[src/rtl/flit_inject_ni.sv]
`timescale 1ns/1ps
`default_nettype none
// ============================================================================
// Module   : flit_inject_ni
// Purpose  : Network-interface injector. Buffers an unstallable 20-bit flit
//            stream in a FIFO, tags each flit head/body/tail and injects it
//            into the local router port under credit-based flow control.
// Options  : PARITY_EN - adds output flit_par (even parity over flit_out),
//            registered alongside flit_out. Absent when undefined.
// Revision : 1.0 - initial release
// ============================================================================
module flit_inject_ni #(
  parameter int FLIT_W  = 20,  // payload width per flit
  parameter int PKT_LEN = 30,  // flits per packet (1..63)
  parameter int DEPTH   = 32,  // FIFO entries, power of 2, >= PKT_LEN
  parameter int CREDITS = 4    // router input-buffer slots (1..15)
) (
  input  logic              clk,
  input  logic              RST,          // asynchronous, active low
  input  logic [FLIT_W-1:0] din,
  input  logic              din_valid,
  input  logic              credit_in,
  output logic [FLIT_W+1:0] flit_out,     // {type[1:0], payload}
  output logic              flit_valid,
  output logic [5:0]        fifo_count,
  output logic              overflow,
  output logic              busy
`ifdef PARITY_EN
  ,
  output logic              flit_par
`endif
);

  localparam int         AW        = (DEPTH > 1) ? $clog2(DEPTH) : 1;
  localparam logic [5:0] c_depth   = 6'(DEPTH);
  localparam logic [5:0] c_last    = 6'(PKT_LEN - 1);
  localparam logic [3:0] c_credits = 4'(CREDITS);
  localparam bit         c_single  = (PKT_LEN == 1);

  // Flit type codes carried in the two MSBs of flit_out
  localparam logic [1:0] c_ty_body   = 2'b00;
  localparam logic [1:0] c_ty_head   = 2'b01;
  localparam logic [1:0] c_ty_tail   = 2'b10;
  localparam logic [1:0] c_ty_single = 2'b11;

  typedef enum logic [1:0] {
    ST_IDLE  = 2'd0,
    ST_SEND  = 2'd1,
    ST_STALL = 2'd2
  } state_t;

  // FIFO storage and bookkeeping
  logic [FLIT_W-1:0] mem_q [DEPTH];
  logic [AW-1:0]     wr_ptr_q, wr_ptr_d;
  logic [AW-1:0]     rd_ptr_q, rd_ptr_d;
  logic [5:0]        count_q, count_d;

  // Injection control
  logic [3:0]        credit_q, credit_d;
  logic [5:0]        idx_q, idx_d;
  state_t            state_q, state_d;

  // Registered outputs
  logic [FLIT_W+1:0] flit_out_q, flit_out_d;
  logic              flit_valid_q, flit_valid_d;
  logic              overflow_q, overflow_d;
`ifdef PARITY_EN
  logic              flit_par_q, flit_par_d;
`endif

  // Per-cycle decisions
  logic              w_send;
  logic              w_write;
  logic              w_tail;
  logic [1:0]        w_type;

  // Send and write decisions, all taken on pre-edge state
  always_comb begin
    w_send  = (count_q != 6'd0) && (credit_q != 4'd0);
    // A full FIFO still accepts a write when the head is popped this cycle
    w_write = din_valid && ((count_q != c_depth) || w_send);
    w_tail  = (idx_q == c_last);
    if (c_single) begin
      w_type = c_ty_single;
    end else if (idx_q == 6'd0) begin
      w_type = c_ty_head;
    end else if (w_tail) begin
      w_type = c_ty_tail;
    end else begin
      w_type = c_ty_body;
    end
  end

  // FIFO pointer, occupancy and overflow next-state
  always_comb begin
    wr_ptr_d   = wr_ptr_q;
    rd_ptr_d   = rd_ptr_q;
    count_d    = count_q;
    overflow_d = overflow_q;
    if (w_write) begin
      wr_ptr_d = wr_ptr_q + AW'(1);
    end
    if (w_send) begin
      rd_ptr_d = rd_ptr_q + AW'(1);
    end
    case ({w_write, w_send})
      2'b10:   count_d = count_q + 6'd1;
      2'b01:   count_d = count_q - 6'd1;
      default: count_d = count_q;
    endcase
    // Sticky: the source cannot be stalled, so a drop must be reported
    if (din_valid && !w_write) begin
      overflow_d = 1'b1;
    end
  end

  // Credit counter: spend on send, refill on credit_in, saturate at maximum
  always_comb begin
    credit_d = credit_q;
    case ({w_send, credit_in})
      2'b10:   credit_d = credit_q - 4'd1;
      2'b01:   credit_d = (credit_q == c_credits) ? credit_q : credit_q + 4'd1;
      default: credit_d = credit_q;
    endcase
  end

  // Packet flit index and injection state machine
  always_comb begin
    idx_d   = idx_q;
    state_d = state_q;
    if (w_send) begin
      idx_d = w_tail ? 6'd0 : idx_q + 6'd1;
    end
    case (state_q)
      ST_IDLE: begin
        if (w_send) begin
          state_d = w_tail ? ST_IDLE : ST_SEND;
        end
      end
      ST_SEND, ST_STALL: begin
        if (w_send) begin
          state_d = w_tail ? ST_IDLE : ST_SEND;
        end else begin
          state_d = ST_STALL;
        end
      end
      default: state_d = ST_IDLE;
    endcase
  end

  // Output register: capture the tagged head entry on a send, else hold
  always_comb begin
    flit_valid_d = w_send;
    flit_out_d   = flit_out_q;
    if (w_send) begin
      flit_out_d = {w_type, mem_q[rd_ptr_q]};
    end
`ifdef PARITY_EN
    flit_par_d = flit_par_q;
    if (w_send) begin
      flit_par_d = ^flit_out_d;
    end
`endif
  end

  // FIFO storage write; contents need no reset since count gates every read
  always_ff @(posedge clk) begin
    if (w_write) begin
      mem_q[wr_ptr_q] <= din;
    end
  end

  // State registers with asynchronous active-low reset
  always_ff @(posedge clk or negedge RST) begin
    if (!RST) begin
      wr_ptr_q     <= '0;
      rd_ptr_q     <= '0;
      count_q      <= 6'd0;
      credit_q     <= c_credits;
      idx_q        <= 6'd0;
      state_q      <= ST_IDLE;
      flit_out_q   <= '0;
      flit_valid_q <= 1'b0;
      overflow_q   <= 1'b0;
`ifdef PARITY_EN
      flit_par_q   <= 1'b0;
`endif
    end else begin
      wr_ptr_q     <= wr_ptr_d;
      rd_ptr_q     <= rd_ptr_d;
      count_q      <= count_d;
      credit_q     <= credit_d;
      idx_q        <= idx_d;
      state_q      <= state_d;
      flit_out_q   <= flit_out_d;
      flit_valid_q <= flit_valid_d;
      overflow_q   <= overflow_d;
`ifdef PARITY_EN
      flit_par_q   <= flit_par_d;
`endif
    end
  end

  assign flit_out   = flit_out_q;
  assign flit_valid = flit_valid_q;
  assign fifo_count = count_q;
  assign overflow   = overflow_q;
  assign busy       = (state_q != ST_IDLE) || (count_q != 6'd0);
`ifdef PARITY_EN
  assign flit_par   = flit_par_q;
`endif

endmodule
`default_nettype wire

[config.mk]
export PLATFORM = sky130hd
export DESIGN_NAME = flit_inject_ni
export DESIGN_NICKNAME = d
export VERILOG_FILES = /design/src/rtl/flit_inject_ni.sv
export SDC_FILE = /design/constraint.sdc
export NUM_CORES = 1
export LEC_CHECK = 0
export BUFFER_PORTS_ARGS = -buffer_cell sky130_fd_sc_hd__buf_2
export CORE_MARGIN = 5
export CORE_UTILIZATION = 40
export CTS_CLUSTER_SIZE = 8
export DETAILED_ROUTE_END_ITERATION = 8
export GPL_ROUTABILITY_DRIVEN = 0
export HOLD_SLACK_MARGIN = 0.02
export REMOVE_ABC_BUFFERS = 1
export SYNTH_ARGS = -nofsm -noshare
export SYNTH_HDL_FRONTEND = slang
export SYNTH_SLANG_ARGS = --single-unit
export TNS_END_PERCENT = 100
[constraint.sdc]
create_clock -name clk -period 3.55 [get_ports clk]
set_input_delay 0.71 -clock clk [delete_from_list [all_inputs] [get_ports clk]]
set_output_delay 0.71 -clock clk [all_outputs]
set_load 0.02 [all_outputs]
==> results.md, run 1 <==
* Clock latency on the worst-skew pair at around 0.63 ns
* Initial core utilization at between 40 and 50%
* Worst setup SP type: flop
* P&R area growth vs syn at 16.7%
* Sequential fraction of the synthesis area at about three quarters
* Die H at about 270 µm
* Most common cell after layout, fill and taps aside: edfxtp_1
* Top cell type's share of synthesized area at 70.2%
* Final wirelength at approximately 63 mm
* Final Max Slew Viols at 0
* Dominant cell type by area after synthesis: edfxtp_1
* Total negative slack at 0 ns
* Cell area after placement at approximately 29000 µm²
* Setup Skew at 0.0206 ns
* Row count at 96
* Die area at about 74000 µm²
* Number of remaining DRC errors at 0
* Leakage at 10.9 nW
* Unrepaired setup endpoints after global routing: no
* Clk buf depth at 3
* Multi-input gate area at approximately 6500 µm²
* Post-synth EDFFs at 640
* CORE AREA at 68200 µm²
* First-pass GRT wire length at approximately 95 mm
* Synth area leaders: edfxtp_1 (70%), mux4_2 (6.7%), mux2i_1 (6.6%)
* Final Power at 26.4 mW
* Synth Warn # at 0
* DR vias at 14195
* P per Cell Area at 826 nW/µm²
* Final period util at between 90% and 100%
* MaxCap Viol Count at 0
* Design area at between 30000 and 40000 µm²
* Clock-pin slew on the worst setup and hold paths at 0.05 ns
* Status: finished, final reports clean
* Critical Path RT at between 4 and 5 ns
* Worst path most repeated cell: a21o_1
* Final setup fails at 0
* Max VDD drop at between 0.0004 and 0.0005 V
* Largest net degree at the start of global routing at 51
* Crit path max-delay cell type: or4_4
* Worst EP arrival at roughly 3.8 ns
* Slew @ Worst Pin at ~0.89 ns
* Nature of the critical path endpoint: flop
* Htree depth at 3
* Final-stage net count at roughly 1700
* Antenna Violating Nets Remaining at 0
* IO Port Bufs at 54
* Worst-path cell chain: or4_4 > o31ai_4 > buf_4 > nand2_1 > ha_1 > a21o_1 > a21o_1 > nor3_1 > a31oi_1 > o31ai_1
* Syn_area_per_cell at between 15 and 20 µm²
* Number of hold violations in the final report at 0
* Grt total ovfl at 0
* Tmin final at 3.28 ns
* Critical Path Fanout Max at around 50
* Post-CTS Hold Buffers at 0
* Reg-to-Reg Start: fifo_count[1]$_DFFE_PN0P_
* Initial DRT Pass Iterations at 5
* Worst Reg-to-Reg Cells at 10
* Cell area after synthesis at approximately 27000 µm²
* Core Util, Final at 46.8%
* Antenna violations before repair at 0
* Crit path from: fifo_count[1]$_DFFE_PN0P_
* CTS tree: done
* IO Pins at 55
* Cells after synthesis at between 1000 and 1500
* Most frequent cells in the layout: edfxtp_1 (640), mux2i_1 (181), clkbuf_16 (99), mux4_2 (81), clkbuf_1 (75)
* Sink Count at between 600 and 700
* Post-CTS setup buffer count at 0
* Yosys reg bits at about 690
* FF/Latch Area at between 20000 and 25000 µm²
* Total CTS buffers at 96
* WS Path Type: reg2reg
* Netlist cell types at 62
* WHS at ~0.21 ns
* Hold crit path type: in2async
* Worst slew margin at 40.9%
* Post-detail-place hpwl at 37.6 mm
* Vias/cell at between 5 and 6
* CP peak stage delay at about 0.6 ns
* Post-CTS Resized at 0
* Post-synth ARST share at approximately 7.5%
* Initial drt markers at ~1200
* Share of cells above drive strength 1 at a little over a fifth
* Fillers at 5740
* Die width at about 270 µm
* Synth Flop Type: edfxtp_1
* Fmax at between 300 and 400 MHz
* Vias in the first global route at 14717
* GRT Resource Usage Total at 17.1%
* Routed len/inst at ~24 µm
* Root Driver: clkbuf_16
[through the flow]
step / setup WS, ns / instances
after global placement: 0.345 / 2399
after global routing: 0.0312 / 2578
after floorplan: -6.23 / 1385
final: 0.268 / 2579
after detailed placement: 0.259 / 2399
after CTS: 0.276 / 2578
[synth_stat cells, drive strengths merged, types with 3 or more instances]
library cell / count
o31ai: 25
mux2: 7
nor3: 3
buf: 49
nand2: 48
xor2: 4
o22ai: 42
nand3: 5
nand3b: 5
and2: 20
a21oi: 5
ha: 16
edfxtp: 640
mux4: 81
xnor2: 10
o21ba: 19
inv: 14
o21ai: 32
a221oi: 19
nor2: 78
a21o: 4
mux2i: 181
nor4: 24
dfrtp: 51
a2111oi: 19
nand2b: 3
clkbuf: 32
[cell type report]
cell class              instances  share of cell area (%)
multi-input cells             679                    20.2
inverters                      14                   0.164
well taps                     882                    3.45
clock inverters                 4                   0.227
clock buffers                 175                    8.68
diodes                          1                 0.00783
repair buffers                132                    3.03
flip-flops and latches        692                    64.2
[kinds of logic after synthesis]
logic type	share of synthesized area, %
AOI/OAI and AO/OA	4.87
xor gates and xnor gates	0.448
adders and majority gates	0.877
buffers and inverters	1.76
DFF	75.0
muxes	13.6
and+or+nand+nor	3.52
[state kept, by name, indices dropped and copies added (netlist names)]
register and count:
idx_q 6, flit_valid 1, overflow 1, rd_ptr_q 5, flit_out 22, credit_q 4
wr_ptr_q 5, mem_q 640, fifo_count 6, state_q 2
[worst max-delay path: cells and delay by family (launching register included)]
family | cells | cell delay, ns
buffers and inverters | 1 | 0.50
AND/OR/NAND/NOR | 3 | 1.04
adder cells (fa/ha/maj) | 1 | 0.32
AO/OA/AOI/OAI | 5 | 0.90
flip-flops | 1 | 0.42
[report_power, final]
part           switching, mW  internal (mW)  leakage, nW
Combinational           4.34           3.21         3.22
Clock                   3.29           5.22         1.35
Sequential             0.614           9.70         6.38
[metal layers]
layer | vias to the layer above | share of wire (%) | global-route usage [%] | wire (µm)
met2 | 372 | 49 | 28.2 | 30800
met3 | 87 | 4.5 | 3.00 | 2850
met1 | 7508 | 45 | 24.0 | 28300
met5 | - | 0 | 0 | 0
li1 | 6228 | - | - | -
met4 | 0 | 1.9 | 4.16 | 1200
[path summary, 6_finish.rpt]
check / to / slack, ns
worst min-delay path: fifo_count[5]$_DFFE_PN0P_ / 0.21
worst max-delay path: credit_q[3]$_DFFE_PN0P_ / 0.27
worst min register to register: overflow$_DFFE_PN0P_ / 0.47
max in group asynchronous: flit_out[13]$_DFFE_PN0P_ / 2.50
worst max register to register: credit_q[3]$_DFFE_PN0P_ / 0.27
min in group clk: overflow$_DFFE_PN0P_ / 0.44
No activity file was read; power rests on OpenSTA's default activity.
==> run 2, diff against run 1 <==
==> constraint.sdc (replaced) <==
create_clock -name clk -period 4.25 [get_ports clk]
set_input_delay 0.85 -clock clk [delete_from_list [all_inputs] [get_ports clk]]
set_output_delay 0.85 -clock clk [all_outputs]
set_load 0.02 [all_outputs]
==> run 2 against run 1 <==
- combinational power shrank 20%
- highest routed layer unchanged
- power shrank 17%
- clock skew shrank 0.0073 ns
- critical path type unchanged
- non-clock buffer count shrank 16
- largest power group unchanged
- die area is the same
- hold slack lost 0.037 ns
- via count shrank 0.24%
==> results.md, run 2 (synthesized netlist as in run 1, its figures left out) <==
* Status: finished, final reports clean
* Slew @ Worst Pin at between 0.9 and 1 ns
* Clock latency on the worst-skew pair at 0.63 ns
* DRT met1 WL at about 28 mm
* Post-CTS Resized at 0
* Metal3 WL at 3.65 mm
* Critical Path Fanout Max at 15
* CORE AREA at between 60000 and 70000 µm²
* Vias in the first global route at between 10000 and 15000
* Max VDD drop at approximately 0.00043 V
* Final wirelength at ~64 mm
* Tmin final at ~3.2 ns
* Initial drt markers at 958
* Sink Count at slightly below 700
* Total negative slack at 0 ns
* Post-CTS setup buffer count at 0
* Fillers at approximately 5700
* MaxCap Viol Count at 0
* Worst setup SP type: flop
* Clock-pin slew on the worst setup and hold paths at around 0.05 ns
* WS Path Type: reg2reg
* Critical Path RT at ~4.8 ns
* Final Power at about 22 mW
* Die H at 272 µm
* Antenna violations before repair at 0
* Worst slew margin at roughly two fifths
* Worst EP arrival at approximately 3.8 ns
* IO Pins at 55
* Htree depth at 3
* Most frequent cells in the layout: edfxtp_1 (640), mux2i_1 (181), clkbuf_16 (98), mux4_2 (81), clkbuf_1 (63)
* Row count at 96
* Initial core utilization at 40.1%
* Grt total ovfl at 0
* Largest net degree at the start of global routing at 50
* Routed len/inst at ~25 µm
* Post-detail-place hpwl at 37.2 mm
* Largest Register: mem_q
* IO Port Bufs at 54
* Final period util at 76.2%
* First-pass GRT wire length at ~95 mm
* Leakage at ~11 nW
* Ant diodes at 0
* Final setup fails at 0
* Number of hold violations in the final report at 0
* Root Driver: clkbuf_16
* Antenna Violating Nets Remaining at 0
* Largest register FFs at 640
* Initial DRT Pass Iterations at 7
* Setup Skew at between 0.01 and 0.015 ns
* Number of remaining DRC errors at 0
* Final Max Slew Viols at 0
* Clk buf depth at 3
* Die width at around 270 µm
* DR WL met2 at around 31 mm
* Most common cell after layout, fill and taps aside: edfxtp_1
* CTS tree: done
* DR vias at approximately 14000
* Share of cells above drive strength 1 at between 20% and 30%
* Vias/cell at about 5.6
* Worst Reg-to-Reg Cells at 11
* P&R area growth vs syn at 15.9%
* Hold crit path type: in2async
* Final-stage net count at 1641
* Fmax at a little over 300 MHz
* P per Cell Area at 687 nW/µm²
* Nature of the critical path endpoint: flop
* Post-CTS Hold Buffers at 0
* Unrepaired setup endpoints after global routing: no
* Top routing layer in use: met4
* Die area at approximately 74000 µm²
* Total CTS buffers at 96
* GRT Resource Usage Total at between 15 and 20%
==> run 2: cell types whose count changed in the layout (fill, tap and decap cells not counted), sizes merged <==
cell | before | now
diode | 1 | 0
buf | 132 | 116
clkinv | 2 | 3
clkbuf | 175 | 163
==> run 2: where the power goes <==
group,internal [mW],switching [mW]
Combinational,2.55,3.49
Sequential,8.10,0.622
Clock,4.30,2.74
Total,15.0,6.85
==> run 2: path summary, 6_finish.rpt <==
kind	start	endpoint	slack, ns
max	fifo_count[1]$_DFFE_PN0P_	fifo_count[5]$_DFFE_PN0P_	1.01
min	RST	idx_q[0]$_DFFE_PN0P_	0.17
max reg2reg	fifo_count[1]$_DFFE_PN0P_	fifo_count[5]$_DFFE_PN0P_	1.01
min reg2reg	flit_out[0]$_DFFE_PN0P_	flit_out[0]$_DFFE_PN0P_	0.47
max in group asynchronous	RST	credit_q[2]$_DFFE_PN1P_	3.19
min in group clk	flit_out[0]$_DFFE_PN0P_	flit_out[0]$_DFFE_PN0P_	0.47
==> run 2: per-stage QoR <==
step / cells / area, µm² / hold WS, ns / utilization, % / setup slack, ns
after floorplan: 1385 / 26900 / 0.461 / - / -5.53
after global placement: 2383 / 28900 / 0.459 / 42.4 / 1.02
after detailed placement: 2383 / 28900 / 0.462 / 42.4 / 1.02
after CTS: 2551 / 31700 / 0.156 / 46.5 / 0.996
after global routing: 2551 / 31700 / 0.182 / 46.5 / 0.819
final: 2551 / 31700 / 0.173 / 46.5 / 1.01
==> run 2: critical path: stages (launching register included) <==
cell	delay, ns
dfrtp_1	0.43
or4_4	0.61
o31ai_4	0.22
inv_2	0.17
nand2b_2	0.14
inv_1	0.10
ha_1	0.31
a211oi_1	0.22
o21bai_1	0.12
a21oi_1	0.28
mux2_2	0.37
o221ai_1	0.17
==> run 2: final cells by class <==
class / count / area (µm²) / area share, %
Sequential cell: 692 / 20500 / 64.7
Inverter: 14 / 52.6 / 0.166
Clock buffer: 163 / 2720 / 8.56
Clock inverter: 5 / 77.6 / 0.244
Tap cell: 882 / 1100 / 3.48
Timing Repair Buffer: 116 / 798 / 2.52
Multi-Input combinational cell: 679 / 6460 / 20.3
==> run 2: per-layer routing <==
metal	GRT usage, %	vias to the layer above
li1	-	6196
met1	23.6	7420
met2	27.9	426
met3	3.50	119
met4	5.36	0
met5	0	-
==> run 3, diff against run 2 <==
--- a/config.mk
+++ b/config.mk
@@ -5,6 +5,7 @@
 export SDC_FILE = /design/constraint.sdc
 export NUM_CORES = 1
 export LEC_CHECK = 0
+export ABC_AREA = 1
 export BUFFER_PORTS_ARGS = -buffer_cell sky130_fd_sc_hd__buf_2
 export CORE_MARGIN = 5
 export CORE_UTILIZATION = 40
==> constraint.sdc (replaced) <==
create_clock -name clk -period 2.8 [get_ports clk]
set_input_delay 0.56 -clock clk [delete_from_list [all_inputs] [get_ports clk]]
set_output_delay 0.56 -clock clk [all_outputs]
set_load 0.02 [all_outputs]
==> run 3 against run 2 <==
- combinational power increased by 99%
- largest cell class unchanged
- routed wire length increased by 21%
- non-clock buffer count increased by 26
==> results.md, run 3 <==
* Final-stage net count at 2902
* Sw Ratio at a little under two fifths
* Clock latency on the worst-skew pair at between 0.6 and 0.7 ns
* Worst EP arrival at ~3.0 ns
* Sequential power share at roughly 36%
* Multi-input gate area at 7100 µm²
* GRT Resource Usage Total at 19.3%
* Initial DRT Pass Iterations at 5
* Worst setup SP type: flop
* Syn_area_per_cell at 10.7 µm²
* Synth Warn # at 0
* Total CTS buffers at 96
* Dominant cell type by area after synthesis: edfxtp_1
* Yosys reg bits at a little under 700
* Worst Setup Slack, final at 0.327 ns
* Most common cell after layout, fill and taps aside: nand2_1
* Critical Path RT at 3.32 ns
* Synth cell count leaders: nand2_1 (928), edfxtp_1 (640), nand3_1 (399)
* Final period util at between 80% and 90%
* Synth Flop Type: edfxtp_1
* Hold-critical path endpoint: overflow$_DFFE_PN0P_
* Critical Path Fanout Max at approximately 110
* Nature of the critical path endpoint: flop
* Die area at roughly 79000 µm²
* Fmax at 404 MHz
* Design area at 33800 µm²
* Cells after synthesis at roughly 2800
* Final Power at roughly 35 mW
* Htree depth at 3
* Antenna Violating Nets Remaining at 0
* Combinational Power Share at ~34%
* MaxCap Viol Count at 0
* Worst Reg-to-Reg Cells at 9
* CTS tree: done
* Die H at roughly 280 µm
* Number of remaining DRC errors at 0
* Vias/cell at around 5.1
* Final wirelength at between 70 and 80 mm
* Share of cells above drive strength 1 at under 10%
* Sink Count at 692
* Most frequent cells in the layout: nand2_1 (927), edfxtp_1 (640), nand3_1 (399), inv_1 (294), nor2_1 (137)
* Largest net degree at the start of global routing at approximately 130
* Worst slew margin at between 40% and 50%
* Clock Power Share at 29.9%
* P&R area growth vs syn at 14.8%
* Cell area after placement at between 30000 and 40000 µm²
* Final setup fails at 0
* IO Pins at between 50 and 60
* Core Util, Final at a little under half
* Slew @ Worst Pin at just over 0.8 ns
* R2R setup slack at around 0.33 ns
* Setup Skew at between 0.03 and 0.04 ns
* Post-synth ARST share at under 10%
* Cell-internal power at 22.2 mW
* Clock-pin slew on the worst setup and hold paths at about 0.050 ns
* Worst Min Path Start: din_valid
* Max VDD drop at just over 0.001 V
* Vias in the first global route at ~19000
* Initial drt markers at around 1600
* Final Max Slew Viols at 0
* Net Sw Power at 13.3 mW
* Root Driver: clkbuf_16
* Routed len/inst at ~20 µm
* Fillers at ~6600
* Synth area leaders: edfxtp_1 (65%), nand2_1 (12%), nand3_1 (6.8%)
* P per Cell Area at approximately 1000 nW/µm²
* Number of hold violations in the final report at 0
* CORE AREA at 73000 µm²
* Post-synth EDFFs at 640
* Cell area after synthesis at 29400 µm²
* Netlist cell types at 32
* Hold path depth at 2
* Largest register FFs at 640
* First-pass GRT wire length at 117 mm
* Top cell type's share of synthesized area at about two thirds
* FF/Latch Area at about 21000 µm²
* Hold crit path type: in2reg
* R2R Path End: flit_out[4]$_DFFE_PN0P_
* Leakage at between 10 and 15 nW
* Post-detail-place hpwl at ~45 mm
* Row count at 99
* Unrepaired setup endpoints after global routing: no
* DR vias at between 15000 and 20000
* Largest Register: mem_q
* Pre-CTS WS at about 0.38 ns
* Sequential fraction of the synthesis area at between 60% and 70%
* Clk buf depth at 3
* Grt total ovfl at 0
* Status: finished, final reports clean
* Count leader, synth: nand2_1
* Initial core utilization at between 40% and 50%
* Die width at about 280 µm
* Post-CTS Resized at 0
* WS Path Type: reg2reg
* Reg-to-Reg Start: rd_ptr_q[0]$_DFFE_PN0P_
* IO Port Bufs at between 50 and 60
* Antenna violations before repair at 2
* Tmin final at 2.47 ns
run 3: cell families after synthesis:
family          count (synthesis)  synth area share (%)
simple gates                 1506                  21.0
flops                         692                  69.7
buf+inv                       438                  6.47
compound gates                 92                  1.63
fa+ha+maj                      18                 0.816
xor+xnor                       13                 0.387
run 3: cell type report:
cell class / count / share of cell area, %
sequential: 692 / 60.8
multi-input combinational: 1629 / 21.0
clock buffer: 158 / 7.86
tap: 959 / 3.55
inverter: 299 / 3.36
timing repair buffer: 142 / 3.21
clock inverter: 6 / 0.252
antenna: 1 / 0.00741
run 3: how the worst max path moves through the flow:
stage	start	end	slack [ns]	cells after the start
finish	rd_ptr_q[0]$_DFFE_PN0P_	flit_out[4]$_DFFE_PN0P_	0.33	9
global route	rd_ptr_q[0]$_DFFE_PN0P_	flit_out[4]$_DFFE_PN0P_	0.19	9
CTS	rd_ptr_q[0]$_DFFE_PN0P_	flit_out[4]$_DFFE_PN0P_	0.36	9
detailed placement	rd_ptr_q[0]$_DFFE_PN0P_	flit_out[4]$_DFFE_PN0P_	0.38	9
global placement	rd_ptr_q[0]$_DFFE_PN0P_	flit_out[4]$_DFFE_PN0P_	0.43	9
floorplan	rd_ptr_q[0]$_DFFE_PN0P_	flit_out[0]$_DFFE_PN0P_	-6.96	9
run 3: power by group through the flow:
| stage | sequential, mW | clock (mW) | combinational [mW] |
|---|---|---|---|
| after CTS | 12.8 | 10.8 | 12.1 |
| after global routing | 12.9 | 11.3 | 13.3 |
| after floorplan | 13.6 | 0 | 5.68 |
| after detailed placement | 13.0 | 0 | 12.0 |
| final | 12.8 | 10.6 | 12.0 |
| after global placement | 13.0 | 0 | 11.8 |
run 3: repair_timing:
action                                  CTS  global route
hold buffers                              1             0
endpoints found under the hold margin     8             0
endpoints found under the setup margin    0             0
setup buffers                             0             0
run 3: metrics by stage:
step,TNS [ns],hold slack [ns],cells
3_5_place_dp,0,0.432,3720
4_1_cts,0,0.109,3885
2_1_floorplan,-170.10,0.264,2620
6_report,0,0.137,3886
5_1_grt,0,0.140,3885
3_3_place_gp,0,0.427,3720
run 3: per-layer routing:
| metal | GRT usage, % | part of all wire (%) | up-vias |
|---|---|---|---|
| met4 | 6.53 | 2.7 | 0 |
| met5 | 0 | 0 | - |
| li1 | - | - | 9325 |
| met3 | 3.15 | 6.4 | 119 |
| met2 | 32.4 | 49 | 619 |
| met1 | 25.7 | 42 | 9604 |
run 3: worst max-delay path: stages, from the launching register on:
cell     delay (ns)
dfrtp_4        0.48
buf_12         0.43
buf_4          0.44
nand2_1        0.10
nand3_1        0.10
nand3_1        0.10
nand3_1        0.22
nand2_1        0.13
nand3_1        0.23
nand2_1        0.08
